`config.mk`:
```
export PLATFORM = sky130hd
export DESIGN_NAME = mine_neighbor_count
export DESIGN_NICKNAME = d
export VERILOG_FILES = /design/src/rtl/mine_neighbor_count.sv
export SDC_FILE = /design/constraint.sdc
export NUM_CORES = 1
export LEC_CHECK = 0
export BUFFER_PORTS_ARGS = -buffer_cell sky130_fd_sc_hd__buf_2
export CAP_MARGIN = 20
export CORE_UTILIZATION = 25
export CTS_CLUSTER_SIZE = 28
export DETAILED_ROUTE_END_ITERATION = 12
export HOLD_SLACK_MARGIN = 0.15
export SLEW_MARGIN = 20
export SYNTH_ARGS = -nofsm -noshare
export SYNTH_HDL_FRONTEND = slang
export SYNTH_SLANG_ARGS = --single-unit
```
`constraint.sdc`:
```
create_clock -name in_clka -period 8.81 [get_ports in_clka]
set_clock_uncertainty 0.1 [all_clocks]
set_input_delay 0.4405 -clock in_clka [delete_from_list [all_inputs] [get_ports in_clka]]
set_output_delay 0.4405 -clock in_clka [all_outputs]
set_load 0.02 [all_outputs]
```
`src/rtl/mine_neighbor_count.sv`:
```
// Purpose : per-cell 8-neighbour mine count over a ROWS x COLS board, streamed one cell per clock.
// Latency : start -> 1 LOAD cycle -> CELLS write cycles -> 1 DONE pulse; CELLS+3 cycles per scan.
// Backpr. : none; the consumer must take every write, and in_start outside IDLE is dropped (no queue).
//
// Ports:
//   in_clka      clock, all logic on rising edge
//   in_rst_n     synchronous active-low reset
//   in_start     scan request, only honoured in IDLE
//   in_mines     mine map, bit i = cell i = row*COLS+col, captured during LOAD
//   out_busy     high while loading or scanning
//   out_done     one-cycle pulse after the last cell has been written
//   out_wr_en    write strobe for the board-state RAM
//   out_wr_addr  cell index of the current result (0 when not writing)
//   out_wr_data  neighbour count 0..8 or MINE_CODE (0 when not writing)
//   out_counts   result bank, nibble i = cell i, cleared on LOAD and held afterwards

module mine_neighbor_count #(
  parameter int ROWS      = 5,
  parameter int COLS      = 5,
  parameter int AW        = 5,
  parameter int MINE_CODE = 15,
  localparam int CELLS    = ROWS * COLS
) (
  input  logic               in_clka,
  input  logic               in_rst_n,
  input  logic               in_start,
  input  logic [CELLS-1:0]   in_mines,
  output logic               out_busy,
  output logic               out_done,
  output logic               out_wr_en,
  output logic [AW-1:0]      out_wr_addr,
  output logic [3:0]         out_wr_data,
  output logic [4*CELLS-1:0] out_counts
);

  localparam int RW = (ROWS > 1) ? $clog2(ROWS) : 1;
  localparam int CW = (COLS > 1) ? $clog2(COLS) : 1;

  typedef enum logic [1:0] {
    IDLE = 2'd0,
    LOAD = 2'd1,
    SCAN = 2'd2,
    DONE = 2'd3
  } state_t;

  state_t state_q;
  state_t state_d;

  logic [CELLS-1:0]   map_q;
  logic [4*CELLS-1:0] counts_q;
  logic [AW-1:0]      idx_q;
  logic [RW-1:0]      row_q;
  logic [CW-1:0]      col_q;

  logic               scan_wr;
  logic               last_cell;
  logic [3:0]         nb_cnt;
  logic [3:0]         cell_res;

  // ------------------------------------------------------------------
  // State register
  // ------------------------------------------------------------------
  always_ff @(posedge in_clka) begin
    if (!in_rst_n) begin
      state_q <= IDLE;
    end else begin
      state_q <= state_d;
    end
  end

  assign last_cell = (idx_q == AW'(CELLS - 1));

  // ------------------------------------------------------------------
  // Next state and control outputs
  // ------------------------------------------------------------------
  always_comb begin
    state_d  = state_q;
    out_busy = 1'b0;
    out_done = 1'b0;
    scan_wr  = 1'b0;
    case (state_q)
      IDLE: begin
        if (in_start) begin
          state_d = LOAD;
        end
      end
      LOAD: begin
        out_busy = 1'b1;
        state_d  = SCAN;
      end
      SCAN: begin
        out_busy = 1'b1;
        scan_wr  = 1'b1;
        if (last_cell) begin
          state_d = DONE;
        end
      end
      DONE: begin
        out_done = 1'b1;
        state_d  = IDLE;
      end
      default: begin
        state_d = IDLE;
      end
    endcase
  end

  // ------------------------------------------------------------------
  // Neighbour count for the cell at (row_q, col_q).
  // Off-board positions are skipped explicitly so there is no wrap
  // between the end of one row and the start of the next.
  // ------------------------------------------------------------------
  always_comb begin
    nb_cnt = 4'd0;
    for (int dr = -1; dr <= 1; dr++) begin
      for (int dc = -1; dc <= 1; dc++) begin
        int nr;
        int nc;
        logic [AW-1:0] nidx;
        nr   = int'(row_q) + dr;
        nc   = int'(col_q) + dc;
        nidx = AW'(nr * COLS + nc);
        if (!(dr == 0 && dc == 0) &&
            nr >= 0 && nr < ROWS && nc >= 0 && nc < COLS) begin
          nb_cnt = nb_cnt + 4'(map_q[nidx]);
        end
      end
    end
  end

  assign cell_res = map_q[idx_q] ? 4'(MINE_CODE) : nb_cnt;

  // Write port is forced to zero outside SCAN so the RAM side sees clean idle values.
  assign out_wr_en   = scan_wr;
  assign out_wr_addr = scan_wr ? idx_q : '0;
  assign out_wr_data = scan_wr ? cell_res : 4'd0;
  assign out_counts  = counts_q;

  // ------------------------------------------------------------------
  // Datapath: map capture, cell walk and result bank.
  // row/col advance alongside idx so no divider is needed.
  // ------------------------------------------------------------------
  always_ff @(posedge in_clka) begin
    if (!in_rst_n) begin
      map_q    <= '0;
      counts_q <= '0;
      idx_q    <= '0;
      row_q    <= '0;
      col_q    <= '0;
    end else begin
      case (state_q)
        LOAD: begin
          map_q    <= in_mines;
          counts_q <= '0;
          idx_q    <= '0;
          row_q    <= '0;
          col_q    <= '0;
        end
        SCAN: begin
          counts_q[idx_q*4 +: 4] <= cell_res;
          idx_q                  <= idx_q + AW'(1);
          if (col_q == CW'(COLS - 1)) begin
            col_q <= '0;
            row_q <= row_q + RW'(1);
          end else begin
            col_q <= col_q + CW'(1);
          end
        end
        default: begin
        end
      endcase
    end
  end

endmodule

```
Yosys cells after proc, flatten, opt, wreduce, memory -nomap -nowiden
Index checks and enable logic that the tools add are counted.
Widths: inputs -> output; s select.
{ "classes": {"shift": 2, "mul": 3, "mux": 42, "order_cmp": 21, "n_reduce_logical": 24, "n_addsub": 23, "n_eq_ne": 8} }
{ "ops": {"columns": ["operator", "count"], "rows": [
  ["$pmux 100 s2", 1],
  ["$bwmux 100", 1],
  ["$shift 4x34->100 const A", 1],
  ["$shiftx 4x34->100", 1],
  ["$lt 5x6->1 const B", 9],
  ["$bmux 1 s5", 9],
  ["$mux 4", 9],
  ["$neg 7->34", 1],
  ["$add 4x1->4", 7],
  ["$add 5x5->5", 5],
  ["$logic_and 1x1->1", 19],
  ["$add 5x4->5", 3],
  ["$mux 1", 13],
  ["$pmux 3 s2", 2],
  ["$add 4x1->5 const B", 2],
  ["$ge 5x1->1 const B", 2],
  ["$lt 5x4->1 const B", 2],
  ["$pmux 5 s2", 1],
  ["$add 3x1->4 const B", 2],
  ["$ge 4x1->1 const B", 2],
  ["$lt 4x3->1 const B", 2],
  ["$pmux 2 s4", 1],
  ["$add 3x1->3 const B", 2],
  ["$ge 3x1->1 const B", 2],
  ["other kinds (17)", 24]
]} }
{ "totals": {"inputBits": 28, "out_inout_bits": 112, "word_cells": 129, "ff_bits": 138} }

Longest topological paths before layout
Gate-level depths: netlist (run 1).
{ "logic_depth": {"ltp_word": 24, "depth_mapped": 39, "mapped_depth_nobuf": 37} }

Worst setup path after synthesis (run 1)
No wires, ideal clock.
{ "synth_path": {"path_kind": "register to output", "startpoint": "reg row_q[0]", "endpoint": "out out_wr_data[1]", "required_ns": 8.269, "stages_incl_launch_ff": 38, "path_slack_ns": 0.356, "path_buffers": 2, "arrival_time_ns": 7.914, "cell_sequence": "dfxtp_1 clkbuf_1 inv_1 ha_1 ha_1 inv_1 ha_1 ha_1 xor2_1 mux4_2 mux2i_1 mux2i_1 nor2_1 ha_1 nand2_1 o41ai_1 nand2_1 inv_1 (+2 left out) nand4_1 nand2_1 ha_1 nor3_1 a31oi_1 ha_1 and2_1 or2_2 ha_1 nand2b_1 o31a_1 ha_1 mux2_2 ha_1 mux2_2 nor2_2 buf_2 nor2b_1"} }
{ "synth_between": {"elab_chain_cells": 22, "word_cells_on_any_way": 71, "classes_between": "add/sub (17); mul (3); order compare (6); mux (26); reduce/logical (19)"} }
{ "synth_rtl": {"columns": ["element", "line", "source"], "rows": [
  ["start: declaration", "52", "logic [RW-1:0] row_q;"],
  ["start signal: assignment", "164", "row_q <= row_q + RW'(1);"],
  ["$add 4x1->5", "120", "nr = int'(row_q) + dr;"],
  ["$mul 5x4->5, or another cell as far along", "122", "nidx = AW'(nr * COLS + nc);"],
  ["$add 5x5->5 or $logic_and 1x1->1 (tied branches)", "122, 124", null],
  ["$bmux 1 s5 or $logic_and 1x1->1 (tied branches)", "125, 124", null],
  ["$mux 1 (not written as such) or $logic_and 1x1->1 (tied branches)", "125, 124", null],
  ["$mux 1", "123", "if (!(dr == 0 && dc == 0) &&"],
  ["$add 4x1->4", "125", "nb_cnt = nb_cnt + 4'(map_q[nidx]);"],
  ["$mux 4", "123", null],
  ["(+6 left out)", null, null],
  ["$add 4x1->4", "125", null],
  ["$mux 4", "123", null],
  ["$add 4x1->4", "125", null],
  ["$mux 4", "123", null],
  ["$add 4x1->4", "125", null],
  ["$mux 4 *", "123", null],
  ["$mux 4 *", "131", "assign cell_res = map_q[idx_q] ? 4'(MINE_CODE) : nb_cnt;"],
  ["$mux 4 *", "136", "assign out_wr_data = scan_wr ? cell_res : 4'd0;"],
  ["end: declaration", "32", "output logic [3:0] out_wr_data,"]
]} }
Mark *: on every way between the ends. The rest lies on a longest branch, timed or not. The select of a mux whose other input is x is not followed.

Final worst setup path (run 1)
{ "layout_path": {"startpoint": "reg row_q[1]", "endpoint": "out out_wr_data[2]"} }
Same word-level chain as after synthesis.

==> metrics.csv, run 1 <==
metric,value,unit
antenna_found_initial,0,
cts_htree_levels,4,
slew_headroom,0.3848,
final_common_cell,buf_2,
dieArea,35770,um2
peakVddDrop,0.0001324,V
finalCriticalPeriod,8.423,ns
r2r-end,out_counts[62]$_SDFFE_PN0P_,
whs_endpoint,map_q[13]$_SDFFE_PN0P_,
fin_util,0.3156,
num_rows,68,
ant_nets,0,
p_leak,4.486,nW
ys_seq_area_frac,0.3156,
grt_pass1_vias,7658,
antenna_cells,0,
p_clk_frac,0.330,
syn_to_final_growth,24.23,%
clk_pin_slew,0.07,ns
hpwl,20480,um
hold_viol,0,
placed_area,9940,um2
die_h,189.1,um
comb_power_share,0.364,
yosys_register_bits,138,
r2r_start,row_q[1]$_SDFFE_PN0P_,
drive_gt1_frac,0.2372,
hp-class,in -> reg,
critical_path_class,reg -> out,
rrSetupSlack,0.84,ns
avgSynthCellArea,8.815,um2
grt_pass1_wl,43100,um
clock.fmax,0.1187,GHz
crit_fanout,6,
start_util,0.2540,
slew_viol_final,0,
drc,0,
finalSetupViolations,0,
whs,0.1600,ns
fin_crit_sh,0.9561,
maxCapViolations,0,
wire_per_inst,17.21,um
synth_edf_count,0,
cp.required,8.27,ns
crit_path_start_kind,register,
final_cell_mix,"buf_2 (139), dfxtp_1 (137), nand3_1 (116)",
power.density,208.6,nW/um2
clock_latency,0.43,ns
synth_cells,993,
cpMostUsedCell,ha_1,
crit_path_end_kind,output port,
globalRouteOverflowTotal,0,
switchingPower,0.0008728,W
synth_fp_nets,1090,
cts-root-buf,clkbuf_16,
tritoncts,yes,
netlist_area,8753,um2
die_w,189.1,um
whs_path_depth,3,
slowest_delay,0.39,ns
core_area,34460,um2
grt_usage,0.1535,
outcome,"complete, no violations",
nets,1235,
critPathSlowestCell,ha_2,
cts_buffers,17,
drtIter0Drc,496,
via_count,8023,
routed_wirelength,27630,um
p_sw_frac,0.3847,
r2r_cells,36,
clockBufferDepth,2,
firstDrtPassIters,5,
worst_pin_slew,0.9157,ns
synth_warnings,0,
grt_max_degree,56,
arrival,7.88,ns
synthDistinctLibCells,60,
hold_start,in_mines[13],
io_buffers,139,
finalInstanceArea,10870,um2
ios,140,
clock-sinks,138,
fin_setup_tns,0,ns
async_reset_ff_frac,0,
finalWeightedCongestion,0.8939,
internal_power,0.001396,W
ys.flop_type,dfxtp_1,
power_frac_seq,0.306,
via_per_inst,4.996,
[worst max-delay path, delay by kind of cell, from the launching register on]
kind | cells | cell delay [ns]
adders and majority gates | 13 | 3.56
and+or+nand+nor | 11 | 1.59
AOI/OAI and AO/OA | 5 | 0.72
muxes | 2 | 0.61
buffers and inverters | 4 | 0.40
DFF | 1 | 0.36
xor gates and xnor gates | 1 | 0.20
[routing by layer]
layer	track usage	vias to the layer above	wire (um)
met5	0	-	0
met4	0.05335	0	585
met3	0.02428	29	1299
met2	0.2694	231	13750
met1	0.1892	3889	12000
li1	-	3874	-
[state kept, by name, summed over array words and instances (netlist names)]
signal / count
out_counts: 100
row_q: 3
state_q: 2
idx_q: 5
col_q: 3
map_q: 25
[layout make-up]
type	count	area, um2
Sequential cell	138	2764
Multi-Input combinational cell	762	5728
Clock inverter	15	182.7
Inverter	38	146.4
Clock buffer	17	425.4
Timing Repair Buffer	181	1059
Fill cell	3642	23580
Tap cell	455	569.3
[logic make-up (layout without fill, tap and decap cells)]
family,after synthesis,in the layout,share of synthesized area
AO/OA/AOI/OAI,206,206,0.1431
XOR/XNOR,47,47,0.04874
adder cells (fa/ha/maj),70,70,0.1066
buffers and inverters,93,251,0.04231
flip-flops,138,138,0.3156
multiplexers,94,94,0.1539
AND/OR/NAND/NOR,345,345,0.1897
[through the flow]
step | setup slack [ns] | cells | power (W)
final | 0.3867 | 1606 | 0.002269
after CTS | 0.01713 | 1596 | 0.002276
after global placement | 0.5045 | 1549 | 0.001503
after global routing | -0.06659 | 1606 | 0.002398
after floorplan | 0.3555 | 993 | 0.001274
after detailed placement | 0.3695 | 1550 | 0.001519
[synth_stat cells (2+ instances only)]
cell type	number	area share
nand2_1	72	0.031
xor2_1	20	0.020
and2_1	22	0.016
or3_1	3	0.0021
a31oi_1	3	0.0021
nand2b_1	6	0.0043
o211ai_1	4	0.0034
a211oi_1	4	0.0034
o21a_1	18	0.015
o21ai_1	18	0.010
nor3_1	12	0.0069
nand4_1	10	0.0071
nor3b_1	2	0.0017
o31ai_1	19	0.016
nor3_2	2	0.0023
and3_1	7	0.0050
mux4_2	31	0.080
xnor2_1	26	0.026
buf_4	4	0.0034
o21ai_0	67	0.038
buf_1	2	0.00086
nor2_1	72	0.031
mux2i_1	48	0.055
o41ai_1	3	0.0030
nor4_1	2	0.0014
mux2_2	15	0.019
a21oi_1	43	0.025
a21o_1	15	0.013
fa_1	8	0.018
nand3_1	116	0.066
clkbuf_1	44	0.019
buf_2	5	0.0029
nor2b_1	10	0.0071
dfxtp_1	138	0.32
ha_1	61	0.087
inv_1	37	0.016
[power by group through the flow]
stage | combinational (W) | sequential [W] | clock, W
2_1_floorplan | 0.000576 | 0.000698 | 0
3_3_place_gp | 0.000796 | 0.000707 | 0
3_5_place_dp | 0.000811 | 0.000708 | 0
4_1_cts | 0.000820 | 0.000694 | 0.000761
5_1_grt | 0.000902 | 0.000700 | 0.000796
6_report | 0.000825 | 0.000695 | 0.000749
[how the worst max path moves through the flow]
stage	from	endpoint	slack [ns]	depth (start not counted)
after floorplan	row_q[0]$_SDFFE_PN0P_	out_wr_data[1]	0.36	37
after global placement	row_q[1]$_SDFFE_PN0P_	out_wr_data[1]	0.50	36
after detailed placement	row_q[1]$_SDFFE_PN0P_	out_wr_data[1]	0.37	36
after CTS	row_q[1]$_SDFFE_PN0P_	out_wr_data[1]	0.02	36
after global routing	row_q[1]$_SDFFE_PN0P_	out_wr_data[2]	-0.07	36
final	row_q[1]$_SDFFE_PN0P_	out_wr_data[2]	0.39	36
[timing repair]
| action | CTS | global route |
|---|---|---|
| pin swaps | 1 | 4 |
| resized for setup | 2 | 18 |
| endpoints found under the hold margin | 14 | 0 |
| hold buffers | 14 | 0 |
| endpoints found under the setup margin | 2 | 43 |
| setup buffers | 0 | 10 |
No activity file was read; power rests on OpenSTA's default activity.
==> run 2, diff against run 1 <==
CTS_BUF_LIST = sky130_fd_sc_hd__clkbuf_4 sky130_fd_sc_hd__clkbuf_8   (was unset)
==> run 2 against run 1 <==
Via count rose by 1.4%. Sequential share of layout area rose by 0.14 points. Critical path depth did not move. Sequential power barely moved. Register-to-register slack got worse by 0.10 ns. Cell count rose by 0.81%. Count of clock-buffer cells in the layout did not move. Die area did not move. Combinational power rose by 2%. Hold slack improved by 0.20 ns. Global-route usage rose by 0.087 points. Utilization fell by 0.16 points. Critical path type unchanged. Critical endpoint is now out_wr_data[1]. Largest power group unchanged.
==> metrics.csv, run 2 (synthesis gave the netlist of run 1 again) <==
metric,value,unit,change
outcome,"complete, no violations",,unchanged
drc,0,,unchanged
critical_path_class,reg -> out,,unchanged
finalWeightedCongestion,0.8939,,unchanged
slew_headroom,0.3666,,was 0.3848
grt_pass1_wl,43360,um,was 43100 um
cts_htree_levels,4,,unchanged
hold_viol,0,,unchanged
grt_usage,0.1544,,was 0.1535
die_h,189.1,um,unchanged
r2r-end,out_counts[62]$_SDFFE_PN0P_,,unchanged
cpMostUsedCell,ha_1,,unchanged
drtIter0Drc,482,,was 496
clock.fmax,0.1187,GHz,about the same
whs_path_depth,2,,was 3
crit_path_start_kind,register,,unchanged
critPathSlowestCell,ha_2,,unchanged
routed_wirelength,27860,um,was 27630 um
syn_to_final_growth,23.61,%,was 24.23%
die_w,189.1,um,unchanged
num_rows,68,,unchanged
nets,1248,,was 1235
antenna_found_initial,0,,unchanged
grt_max_degree,56,,unchanged
crit_path_end_kind,output port,,unchanged
final_cell_mix,"buf_2 (139), dfxtp_1 (136), nand3_1 (116)",,"was buf_2 (139), dfxtp_1 (137), nand3_1 (116)"
cts_buffers,17,,unchanged
power.density,193.3,nW/um2,was 208.6 nW/um2
p_leak,4.455,nW,was 4.486 nW
final_common_cell,buf_2,,unchanged
r2r_start,row_q[0]$_SDFFE_PN0P_,,was row_q[1]$_SDFFE_PN0P_
cp.required,8.27,ns,about the same
antenna_cells,0,,unchanged
crit_fanout,4,,was 6
arrival,7.88,ns,about the same
clockBufferDepth,2,,unchanged
finalSetupViolations,0,,unchanged
peakVddDrop,0.00009398,V,was 0.0001324 V
slew_viol_final,0,,unchanged
maxCapViolations,0,,unchanged
via_per_inst,5.025,,was 4.996
cts-root-buf,clkbuf_8,,was clkbuf_16
fin_crit_sh,0.9561,,about the same
slowest_delay,0.39,ns,about the same
ios,140,,unchanged
grt_pass1_vias,7714,,was 7658
globalRouteOverflowTotal,0,,unchanged
rrSetupSlack,0.74,ns,was 0.84 ns
drive_gt1_frac,0.2388,,was 0.2372
hpwl,20480,um,unchanged
clock_latency,0.47,ns,was 0.43 ns
core_area,34460,um2,unchanged
via_count,8136,,was 8023
fin_util,0.3140,,was 0.3156
largest_reg_flops,100,,unchanged
ant_nets,0,,unchanged
start_util,0.2540,,unchanged
io_buffers,139,,unchanged
r2r_cells,37,,was 36
clock-sinks,138,,unchanged
finalCriticalPeriod,8.423,ns,about the same
dpl_worst_slack,0.3695,ns,unchanged
firstDrtPassIters,5,,unchanged
whs,0.3579,ns,was 0.1600 ns
tritoncts,yes,,unchanged
wire_per_inst,17.21,um,about the same
dieArea,35770,um2,unchanged
crit_path_start,row_q[0]$_SDFFE_PN0P_,,was row_q[1]$_SDFFE_PN0P_
endpoint,out_wr_data[1],,was out_wr_data[2]
clk_pin_slew,0.09,ns,was 0.07 ns
worst_pin_slew,0.9428,ns,was 0.9157 ns
hp-class,reg -> reg,,was in -> reg
fin_ws,0.3870,ns,was 0.3867 ns
==> run 2: changes by cell type in the layout (fill, tap and decap cells not counted) <==
cell,change
a21oi_2,+1
clkbuf_16,-17
xor2_2,+1
buf_4,+2
xor2_1,-1
clkbuf_8,+17
dfxtp_2,+1
dlygate4sd3_1,+11
dfxtp_1,-1
a21oi_1,-1
==> run 2: what timing repair did <==
item,in CTS,in global routing
hold endpoints to repair,25,0
hold buffers,25,0
setup endpoints to repair,3,37
setup buffers,0,12
pin swaps,1,5
resized for setup,4,19
==> run 2: area by class of cell <==
class / count / area (um2)
fillers: 3655 / 23640
multi-input cells: 762 / 5739
flip-flops and latches: 138 / 2765
repair buffers: 194 / 1184
well taps: 455 / 569.3
clock buffers: 17 / 234.0
clock inverters: 15 / 182.7
inverters: 38 / 146.4
==> run 2: worst min-delay path by stage <==
stage	start	end	slack, ns
6_report	out_counts[27]$_SDFFE_PN0P_	out_counts[27]$_SDFFE_PN0P_	0.36
5_1_grt	out_counts[19]$_SDFFE_PN0P_	out_counts[19]$_SDFFE_PN0P_	0.38
4_1_cts	out_counts[27]$_SDFFE_PN0P_	out_counts[27]$_SDFFE_PN0P_	0.36
3_5_place_dp	out_counts[27]$_SDFFE_PN0P_	out_counts[27]$_SDFFE_PN0P_	0.35
3_3_place_gp	out_counts[27]$_SDFFE_PN0P_	out_counts[27]$_SDFFE_PN0P_	0.34
2_1_floorplan	map_q[2]$_SDFFE_PN0P_	map_q[2]$_SDFFE_PN0P_	0.39
==> run 2: stage by stage <==
stage / std cells / power, W / area (um2) / TNS (ns)
floorplan: 993 / 0.001274 / 8753 / 0
global placement: 1549 / 0.001503 / 9920 / 0
detailed placement: 1550 / 0.001519 / 9940 / 0
CTS: 1607 / 0.002093 / 10630 / 0
global route: 1619 / 0.002215 / 10820 / -0.08986
finish: 1619 / 0.002091 / 10820 / 0
==> run 2: power by group <==
part           switching, W  leakage, nW  internal [W]
registers         0.0000362         1.12      0.000658
logic              0.000525         3.13      0.000313
clock network      0.000295        0.208      0.000264
total              0.000856         4.45       0.00124
==> run 2: routing by layer <==
layer,part of all wire,up-vias,global-route usage
met5,0,-,0
met4,0.022,0,0.05459
met3,0.051,51,0.02484
met2,0.50,258,0.2716
met1,0.43,3919,0.1891
li1,-,3908,-
==> run 2: worst max-delay path, delay by kind of cell (launching register included) <==
family | cells | cell delay [ns]
AND/OR/NAND/NOR | 11 | 1.45
XOR/XNOR | 1 | 0.20
adder cells (fa/ha/maj) | 13 | 3.66
AO/OA/AOI/OAI | 4 | 0.49
multiplexers | 3 | 0.90
buffers and inverters | 4 | 0.34
flip-flops | 1 | 0.34
